===== config.mk =====
export PLATFORM = sky130hd
export DESIGN_NAME = simd_alu_issue
export DESIGN_NICKNAME = d
export VERILOG_FILES = /design/src/rtl/simd_alu_issue.sv
export SDC_FILE = /design/constraint.sdc
export NUM_CORES = 2
export LEC_CHECK = 0
export ABC_AREA = 1
export CAP_MARGIN = 20
export CORE_AREA = 2 2 600 602
export DETAILED_ROUTE_END_ITERATION = 10
export DIE_AREA = 0 0 602 604
export GPL_TIMING_DRIVEN = 0
export SETUP_SLACK_MARGIN = 0.02
export SLEW_MARGIN = 5
export SYNTH_ARGS = -nofsm -noshare
export SYNTH_HDL_FRONTEND = slang
export SYNTH_SLANG_ARGS = --single-unit

===== constraint.sdc =====
create_clock -name clk -period 35.7 [get_ports clk]
set_input_delay 8.925 -clock clk [delete_from_list [all_inputs] [get_ports clk]]
set_output_delay 8.925 -clock clk [all_outputs]
set_load 0.03 [all_outputs]

===== src/rtl/simd_alu_issue.sv =====
// simd_alu_issue: issues one command to simd_alu_top and captures its result.
// `define SIMD_ALU_ISSUE_OVF_EN to add the per-lane signed overflow output res_ovf.
package simd_alu_issue_pkg;
  localparam int unsigned OPC_NOP     = 0;
  localparam int unsigned OPC_ADD8    = 1;
  localparam int unsigned OPC_S_ADD8  = 2;
  localparam int unsigned OPC_ADD16   = 3;
  localparam int unsigned OPC_S_ADD16 = 4;
endpackage

module simd_alu_issue
  import simd_alu_issue_pkg::*;
#(
  parameter int SIMD_DATA_WIDTH = 256,
  parameter int SIMD_OPC_WIDTH  = 4,
  parameter int ALU_LATENCY     = 1
) (
  input  logic                       clk,
  input  logic                       rst,
  input  logic                       cmd_valid,
  output logic                       cmd_ready,
  input  logic [SIMD_OPC_WIDTH-1:0]  cmd_opcode,
  input  logic [SIMD_DATA_WIDTH-1:0] cmd_a,
  input  logic [SIMD_DATA_WIDTH-1:0] cmd_b,
  output logic [SIMD_DATA_WIDTH-1:0] alu_a,
  output logic [SIMD_DATA_WIDTH-1:0] alu_b,
  output logic [SIMD_OPC_WIDTH-1:0]  alu_opcode,
  input  logic [SIMD_DATA_WIDTH-1:0] alu_out,
  output logic                       res_valid,
  input  logic                       res_ready,
  output logic [SIMD_DATA_WIDTH-1:0] res_data,
  output logic                       res_err
`ifdef SIMD_ALU_ISSUE_OVF_EN
  ,
  output logic [SIMD_DATA_WIDTH/8-1:0] res_ovf
`endif
);

  localparam int W  = SIMD_DATA_WIDTH;
  localparam int OW = SIMD_OPC_WIDTH;

  localparam logic [OW-1:0] OP_NOP     = OW'(OPC_NOP);
  localparam logic [OW-1:0] OP_ADD8    = OW'(OPC_ADD8);
  localparam logic [OW-1:0] OP_S_ADD8  = OW'(OPC_S_ADD8);
  localparam logic [OW-1:0] OP_ADD16   = OW'(OPC_ADD16);
  localparam logic [OW-1:0] OP_S_ADD16 = OW'(OPC_S_ADD16);

  typedef enum logic [1:0] {
    S_IDLE,
    S_ISSUE,
    S_WAIT,
    S_HOLD
  } state_t;

  state_t        state;
  logic [W-1:0]  a_q;
  logic [W-1:0]  b_q;
  logic [OW-1:0] opc_q;
  logic          bad_q;
  logic [3:0]    cnt;
  logic          opc_ok;

  assign cmd_ready = (state == S_IDLE) |
                     ((state == S_HOLD) & res_ready);

  // ALU sees the command only during ISSUE; bad opcodes go out as NOP
  assign alu_a      = (state == S_ISSUE) ? a_q : '0;
  assign alu_b      = (state == S_ISSUE) ? b_q : '0;
  assign alu_opcode = (state == S_ISSUE && !bad_q) ? opc_q : OP_NOP;

  // Decode which incoming opcodes the ALU supports
  always_comb begin
    opc_ok = 1'b0;
    unique case (cmd_opcode)
      OP_NOP, OP_ADD8, OP_S_ADD8,
      OP_ADD16, OP_S_ADD16: opc_ok = 1'b1;
      default:              opc_ok = 1'b0;
    endcase
  end

`ifdef SIMD_ALU_ISSUE_OVF_EN
  localparam int NB = W / 8;
  localparam int NH = W / 16;

  logic [NB-1:0] ovf_nxt;

  // Signed overflow: operand signs agree, result sign differs
  always_comb begin
    ovf_nxt = '0;
    if (opc_q == OP_S_ADD8) begin
      for (int i = 0; i < NB; i++) begin
        ovf_nxt[i] = (a_q[8*i+7] == b_q[8*i+7]) &
                     (alu_out[8*i+7] != a_q[8*i+7]);
      end
    end else if (opc_q == OP_S_ADD16) begin
      for (int i = 0; i < NH; i++) begin
        ovf_nxt[i] = (a_q[16*i+15] == b_q[16*i+15]) &
                     (alu_out[16*i+15] != a_q[16*i+15]);
      end
    end
  end
`endif

  // Issue FSM: accept, issue one cycle, wait latency, hold result
  always_ff @(posedge clk or posedge rst) begin
    if (rst) begin
      state     <= S_IDLE;
      a_q       <= '0;
      b_q       <= '0;
      opc_q     <= '0;
      bad_q     <= 1'b0;
      cnt       <= '0;
      res_valid <= 1'b0;
      res_data  <= '0;
      res_err   <= 1'b0;
`ifdef SIMD_ALU_ISSUE_OVF_EN
      res_ovf   <= '0;
`endif
    end else begin
      unique case (state)
        S_IDLE: begin
          if (cmd_valid) begin
            a_q   <= cmd_a;
            b_q   <= cmd_b;
            opc_q <= cmd_opcode;
            bad_q <= !opc_ok;
            state <= S_ISSUE;
          end
        end
        S_ISSUE: begin
          cnt   <= 4'(ALU_LATENCY - 1);
          state <= S_WAIT;
        end
        S_WAIT: begin
          if (cnt == 4'd0) begin
            res_valid <= 1'b1;
            res_data  <= bad_q ? '0 : alu_out;
            res_err   <= bad_q;
`ifdef SIMD_ALU_ISSUE_OVF_EN
            res_ovf   <= bad_q ? '0 : ovf_nxt;
`endif
            state     <= S_HOLD;
          end else begin
            cnt <= cnt - 4'd1;
          end
        end
        S_HOLD: begin
          if (res_ready) begin
            res_valid <= 1'b0;
            if (cmd_valid) begin
              a_q   <= cmd_a;
              b_q   <= cmd_b;
              opc_q <= cmd_opcode;
              bad_q <= !opc_ok;
              state <= S_ISSUE;
            end else begin
              state <= S_IDLE;
            end
          end
        end
        default: state <= S_IDLE;
      endcase
    end
  end

endmodule


# After elaboration in Yosys (flattened, before gate mapping)
# Index checks and enable logic that the tools add are counted.
word_totals:
  out_inout_bits: 775
  ram_bits: 0
  mem_bits_ro: 0
  mem_count: 0
  regBits: 781
  wordCells: 65
  latchBits: 0
  input_bits: 776
classes:
  n_div: 0
  n_mux: 27
  n_eq_ne: 11
  bitwise_logic: 2
  shifts: 0
  mul: 0
  add_sub_neg: 1
  n_reduce_logical: 15
  order_cmp: 0
op_table:
  columns: ["op", "count"]
  rows:
  - ["two-way mux 256 bit", 7]
  - ["case mux 256 bit (2 select lines)", 2]
  - ["two-way mux 4 bit", 4]
  - ["case mux 4 bit (2 select lines)", 2]
  - ["== test 4 x 2 -> 1 bit, second input constant", 2]
  - ["zero test 4 bit", 2]
  - ["inequality test 2 bit, second input constant", 4]
  - ["case mux 2 bit (4 select lines)", 1]
  - ["two-way mux 1 bit", 6]
  - ["two-way mux 2 bit", 3]
  - ["AND reduction 2 bit", 3]
  - ["AND reduction 3 bit", 2]
  - ["nonzero test 2 bit", 3]
  - ["OR reduction 5 bit", 1]
  - ["== test 2 bit, second input constant", 2]
  - ["== test 4 x 1 -> 1 bit, second input constant", 1]
  - ["== test 4 x 3 -> 1 bit, second input constant", 1]
  - ["case mux 1 bit (2 select lines)", 2]
  - ["subtractor 4 x 1 -> 4 bit, second input constant", 1]
  - ["== test 2 x 1 -> 1 bit, second input constant", 1]
  - ["zero test 1 bit", 2]
  - ["zero test 2 bit", 1]
  - ["AND 1 bit", 1]
  - ["logical AND 1 bit", 1]
  - ["OR 1 bit", 1]

# Logic depth before layout (Yosys ltp)
logic_depth:
  ltp_word: 7
  depth_mapped: 9
  mapped_depth_nobuf: 8

# Worst setup path after synthesis
# No wires, ideal clock.
synth_timing:
  path_kind: "input to output"
  startpoint: "in res_ready"
  endpoint: "out cmd_ready"
  path_buffers: 0
  required_ns: 26.775
  arrival_ns: 9.648
  path_slack_ns: 17.127
  path_stages: 2
  cell_sequence: "inv_1 o21ai_0"
synth_between:
  elab_chain_cells: 2
synth_lines:
  columns: ["element", "line_no", "source"]
  rows:
  - ["start: declaration", "30", "input logic res_ready,"]
  - ["AND 1 bit", "64", "((state == S_HOLD) & res_ready);"]
  - ["OR 1 bit", "63", "assign cmd_ready = (state == S_IDLE) |"]
  - ["end: declaration", "21", "output logic cmd_ready,"]
# Every way passes these cells.

# Worst setup path in the final report
# Same ends and word-level chain as after synthesis.

==> run summary <==
In this run the critical register-to-register path is captured at b_q[28]. The compound-gate portion of the synthesized area works out to 0.0893%. Number of placement rows: 220.

By count the netlist is led by 2,863 x sky130_fd_sc_hd__nand2_1, 781 x sky130_fd_sc_hd__dfrtp_1, 530 x sky130_fd_sc_hd__inv_1, 132 x sky130_fd_sc_hd__buf_2, 62 x sky130_fd_sc_hd__clkbuf_1. The most frequent cell after synthesis was sky130_fd_sc_hd__nand2_1. The share of the synthesized netlist area taken by xor and xnor gates was 0.0260%. Master of the slowest instance on the critical path: sky130_fd_sc_hd__clkdlybuf4s50_1. Using the TritonRoute via totals, the vias-per-cell ratio works out to 3.28. The fraction of layout cells with a size suffix above 1 was 6.05%. The length in cells of the worst reg-to-reg path came out at 9. TritonCTS built the clock tree. After floorplanning, the core was sized to cover 358,000 µm². The adder-cell share of the synthesized area works out to 0.186%.

Critical path capture point type: a primary output. The final number of hold-violating endpoints was 0. The synthesized netlist devotes 32.2% of its cell area to simple gates. The final layout contains 6,897 nets. Primary flip-flop cell chosen by synthesis mapping: sky130_fd_sc_hd__dfrtp_1. The number of stages on the worst hold path came out at 2. The number of warnings printed during yosys synthesis was 0. Counting both buffers and inverters, the worst setup path holds a total of 3.

The dominant delay contributor by cell family on the critical path was buffers and inverters. The share of the clock period used by the worst path was 54.6%; the total of cells resized after clock tree synthesis was 0. The largest area contributor in the synthesized netlist is sky130_fd_sc_hd__dfrtp_1.

The slew at the pin closest to its max-slew limit came out at 1.22 ns. By instance count, the cell type seen most on the critical path is sky130_fd_sc_hd__clkdlybuf4s50_1. In this run the register-to-register setup slack is 32.44 ns.

The tools report the number of clock buffers inserted by TritonCTS as 111. Walking the worst path, the cells encountered are clkdlybuf4s50_1 > inv_1 > o21ai_0 > clkdlybuf4s50_1. The tree is rooted in a sky130_fd_sc_hd__clkbuf_16.

Of the post-synthesis cell area, the part taken by muxes is 0%. The count of buffers inserted at the top-level ports is 1,550, and the horizontal die dimension is 602 µm. IR analysis of the VDD net gives a maximum drop of 43.1 µV.

Of all nets on the critical path, the largest fanout is 2. The critical path is of the primary input to primary output type. The ratio of total power to cell area was 95.5 nW/µm². Data on the critical path arrives at its endpoint at 10.58 ns. The largest net degree at the start of global routing came out at 112. The tools report the remaining antenna violation count as 0.

The path class of the tightest hold or removal check is flop to flop. The H-tree level count was 3. The tools report the beginning of the worst hold path as b_q[255]. Counting every sink on the clock net gives 781. Timing would allow up to 51.3 MHz. The post-DP HPWL came out at 282,000 µm.

Clock-pin slew was measured on the worst setup and hold paths at 0.06 ns. For the worst setup path, the data required time is 26.77 ns. Compared with the post-synthesis result, the final layout area differs by 77.5%. The run gives 4,433 as the number of instances in the synthesized netlist.

After synthesis, the mean cell area works out to 7.59 µm². Yosys attributes the largest share of cell area to sky130_fd_sc_hd__dfrtp_1 58%, sky130_fd_sc_hd__nand2_1 32%, sky130_fd_sc_hd__inv_1 5.9%. The initial antenna violation count is 278, and the worst-case clock buffer depth is 4. The tools report the startpoint type of the worst setup path as a primary input. The starting density of the core was 9.41%; the setup TNS after final layout was 0 ns.

The longest individual stage delay on the worst path was 0.90 ns; the initial DRC count was 3,308. After layout, the minimum clock period comes to 19.51 ns. The congestion estimate from routability-driven global placement came to 0.954. Setup violations remaining at the end of the flow were counted as 0.

The later pin in the worst-skew pair is clocked with a latency of 0.89 ns. The design draws 5.70 mW. Across the run, the number of max-cap violations was 0. The number of slew-limit violations in the final report came out at 0.

For the post-CTS setup repair buffer count, the log shows 0. For the top-level port count, the log shows 1,551. Counting flops with a built-in enable in the synthesized netlist gives 0. The die covers 364,000 µm². When the netlist entered floorplanning its net count stood at 5,214. The path with the worst hold slack has its endpoint at b_q[255]. The run finished with clean final reports. Setup repair after global routing left no endpoint under its margin.

The synthesized design contains 781 register bits. Measured along the y axis, the die boundary spans 604 µm. The number of global-route vias before repair came out at 34,271. The total overflow left after global routing is 0.

The tools report the largest clock skew in the final design as 0.0691 ns. The final routed wire length divided by cell count came out at 29.1 µm. The worst register-to-register path begins at state[0]. Counting flops with an async set or reset pin after synthesis yields a share of 100%. The detailed router placed 36,212 vias in this run. In the routed design, unresolved DRC markers number 0. After clock tree synthesis, the flow added hold-fix buffers numbering 0. The logs give 33,600 µm² for the post-synthesis instance area and 6 for the number of detailed-route iterations in the first pass. Global routing used 17.0% of the available tracks across all layers. The unique cell type count in the Yosys netlist is 20, and the fraction of synthesized cell area taken by the top area cell type is 58.1%. The worst slew slack as a fraction of its limit is 18.7%.

After synthesis, the largest family of logic cells by area is simple AND/OR/NAND/NOR gates. Sequential cells were found to cover 58.1% of the synthesized design area. Summed over all cells, the static leakage comes to 30.6 nW. The routed design has 322,000 µm of wire. Global-route wire length before repair: 393,000 µm.
==> registers in the layout, summed over array words and instances, names as in the netlist <==
name and cells:
cnt 4, a_q 256, b_q 256, opc_q 4, res_data 256, res_valid 1
state 2, bad_q 1, res_err 1
==> placed cells by master (no fill, tap or decap), types with 2 or more instances in the layout <==
master / n
sky130_fd_sc_hd__buf_12: 2
sky130_fd_sc_hd__buf_16: 15
sky130_fd_sc_hd__buf_2: 132
sky130_fd_sc_hd__buf_4: 28
sky130_fd_sc_hd__buf_6: 5
sky130_fd_sc_hd__buf_8: 2
sky130_fd_sc_hd__bufinv_16: 14
sky130_fd_sc_hd__clkbuf_1: 76
sky130_fd_sc_hd__clkbuf_16: 113
sky130_fd_sc_hd__clkbuf_2: 2
sky130_fd_sc_hd__clkbuf_8: 19
sky130_fd_sc_hd__clkdlybuf4s50_1: 1550
sky130_fd_sc_hd__clkinv_2: 10
sky130_fd_sc_hd__clkinv_4: 8
sky130_fd_sc_hd__clkinvlp_4: 5
sky130_fd_sc_hd__dfrtp_1: 781
sky130_fd_sc_hd__diode_2: 73
sky130_fd_sc_hd__ha_1: 5
sky130_fd_sc_hd__inv_1: 529
sky130_fd_sc_hd__inv_16: 2
sky130_fd_sc_hd__inv_6: 10
sky130_fd_sc_hd__inv_8: 3
sky130_fd_sc_hd__nand2_1: 2863
sky130_fd_sc_hd__nand3_1: 6
sky130_fd_sc_hd__nor2_1: 10
sky130_fd_sc_hd__nor2_2: 2
sky130_fd_sc_hd__o21ai_0: 2
==> where the power goes <==
group	internal [mW]	switching (mW)
combinational	0.913	1.97
sequential	1.28	0.319
clock	0.723	0.488
==> layer usage <==
layer	vias up	wire, µm	GRT usage (%)
met2	1856	148000	27.6
met5	-	1140	0.264
met4	158	14800	6.75
met3	707	43000	10.2
met1	17249	115000	17.9
li1	16242	-	-
==> worst reg2reg max path, delay by kind of cell, from the launching register on <==
kind	cells	cell delay (ns)
fa+ha+maj	1	0.30
simple gates	4	0.92
flops	1	0.43
buf+inv	4	1.50
==> kinds of logic (layout without fill, tap and decap cells) <==
| logic type | after synthesis | after routing |
|---|---|---|
| AOI/OAI and AO/OA | 5 | 5 |
| xor gates and xnor gates | 1 | 1 |
| adders and majority gates | 5 | 5 |
| buffers and inverters | 758 | 2527 |
| DFF | 781 | 781 |
| other | 0 | 73 |
| and+or+nand+nor | 2883 | 2883 |
==> worst max path at each step <==
stage                     startpoint  depth (start not counted)        end  slack [ns]
after CTS                  res_ready                          4  cmd_ready       16.18
after detailed placement   res_ready                          4  cmd_ready       16.20
after global placement           rst                          2    a_q[50]       -8.39
final                      res_ready                          4  cmd_ready       16.19
after global routing       res_ready                          4  cmd_ready       16.02
after floorplan                  rst                          1     a_q[0]        4.85
==> area by class of cell <==
type	count	area, µm²
Antenna cell	73	183
Buffer	227	1150
Clock buffer	148	3150
Clock inverter	51	728
Fill cell	40433	298000
Inverter	531	2000
Multi-Input combinational cell	2894	10900
Sequential cell	781	19500
Tap cell	4773	5970
Timing Repair Buffer	1570	16000
==> stage by stage <==
stage                     instances  cell area (µm²)  hold slack, ns  worst slack, ns  utilization [%]
final                         11048            59700           0.469            16.19             16.7
after global routing          11012            59600           0.478            16.02             16.7
after CTS                     10969            59300           0.472            16.18             16.6
after detailed placement      10770            55500           0.458            16.20             15.5
after global placement        10756            55100           0.454            -8.39             15.4
after floorplan                4433            33600           0.442             4.85                -
(Power assumes the default switching activity.)
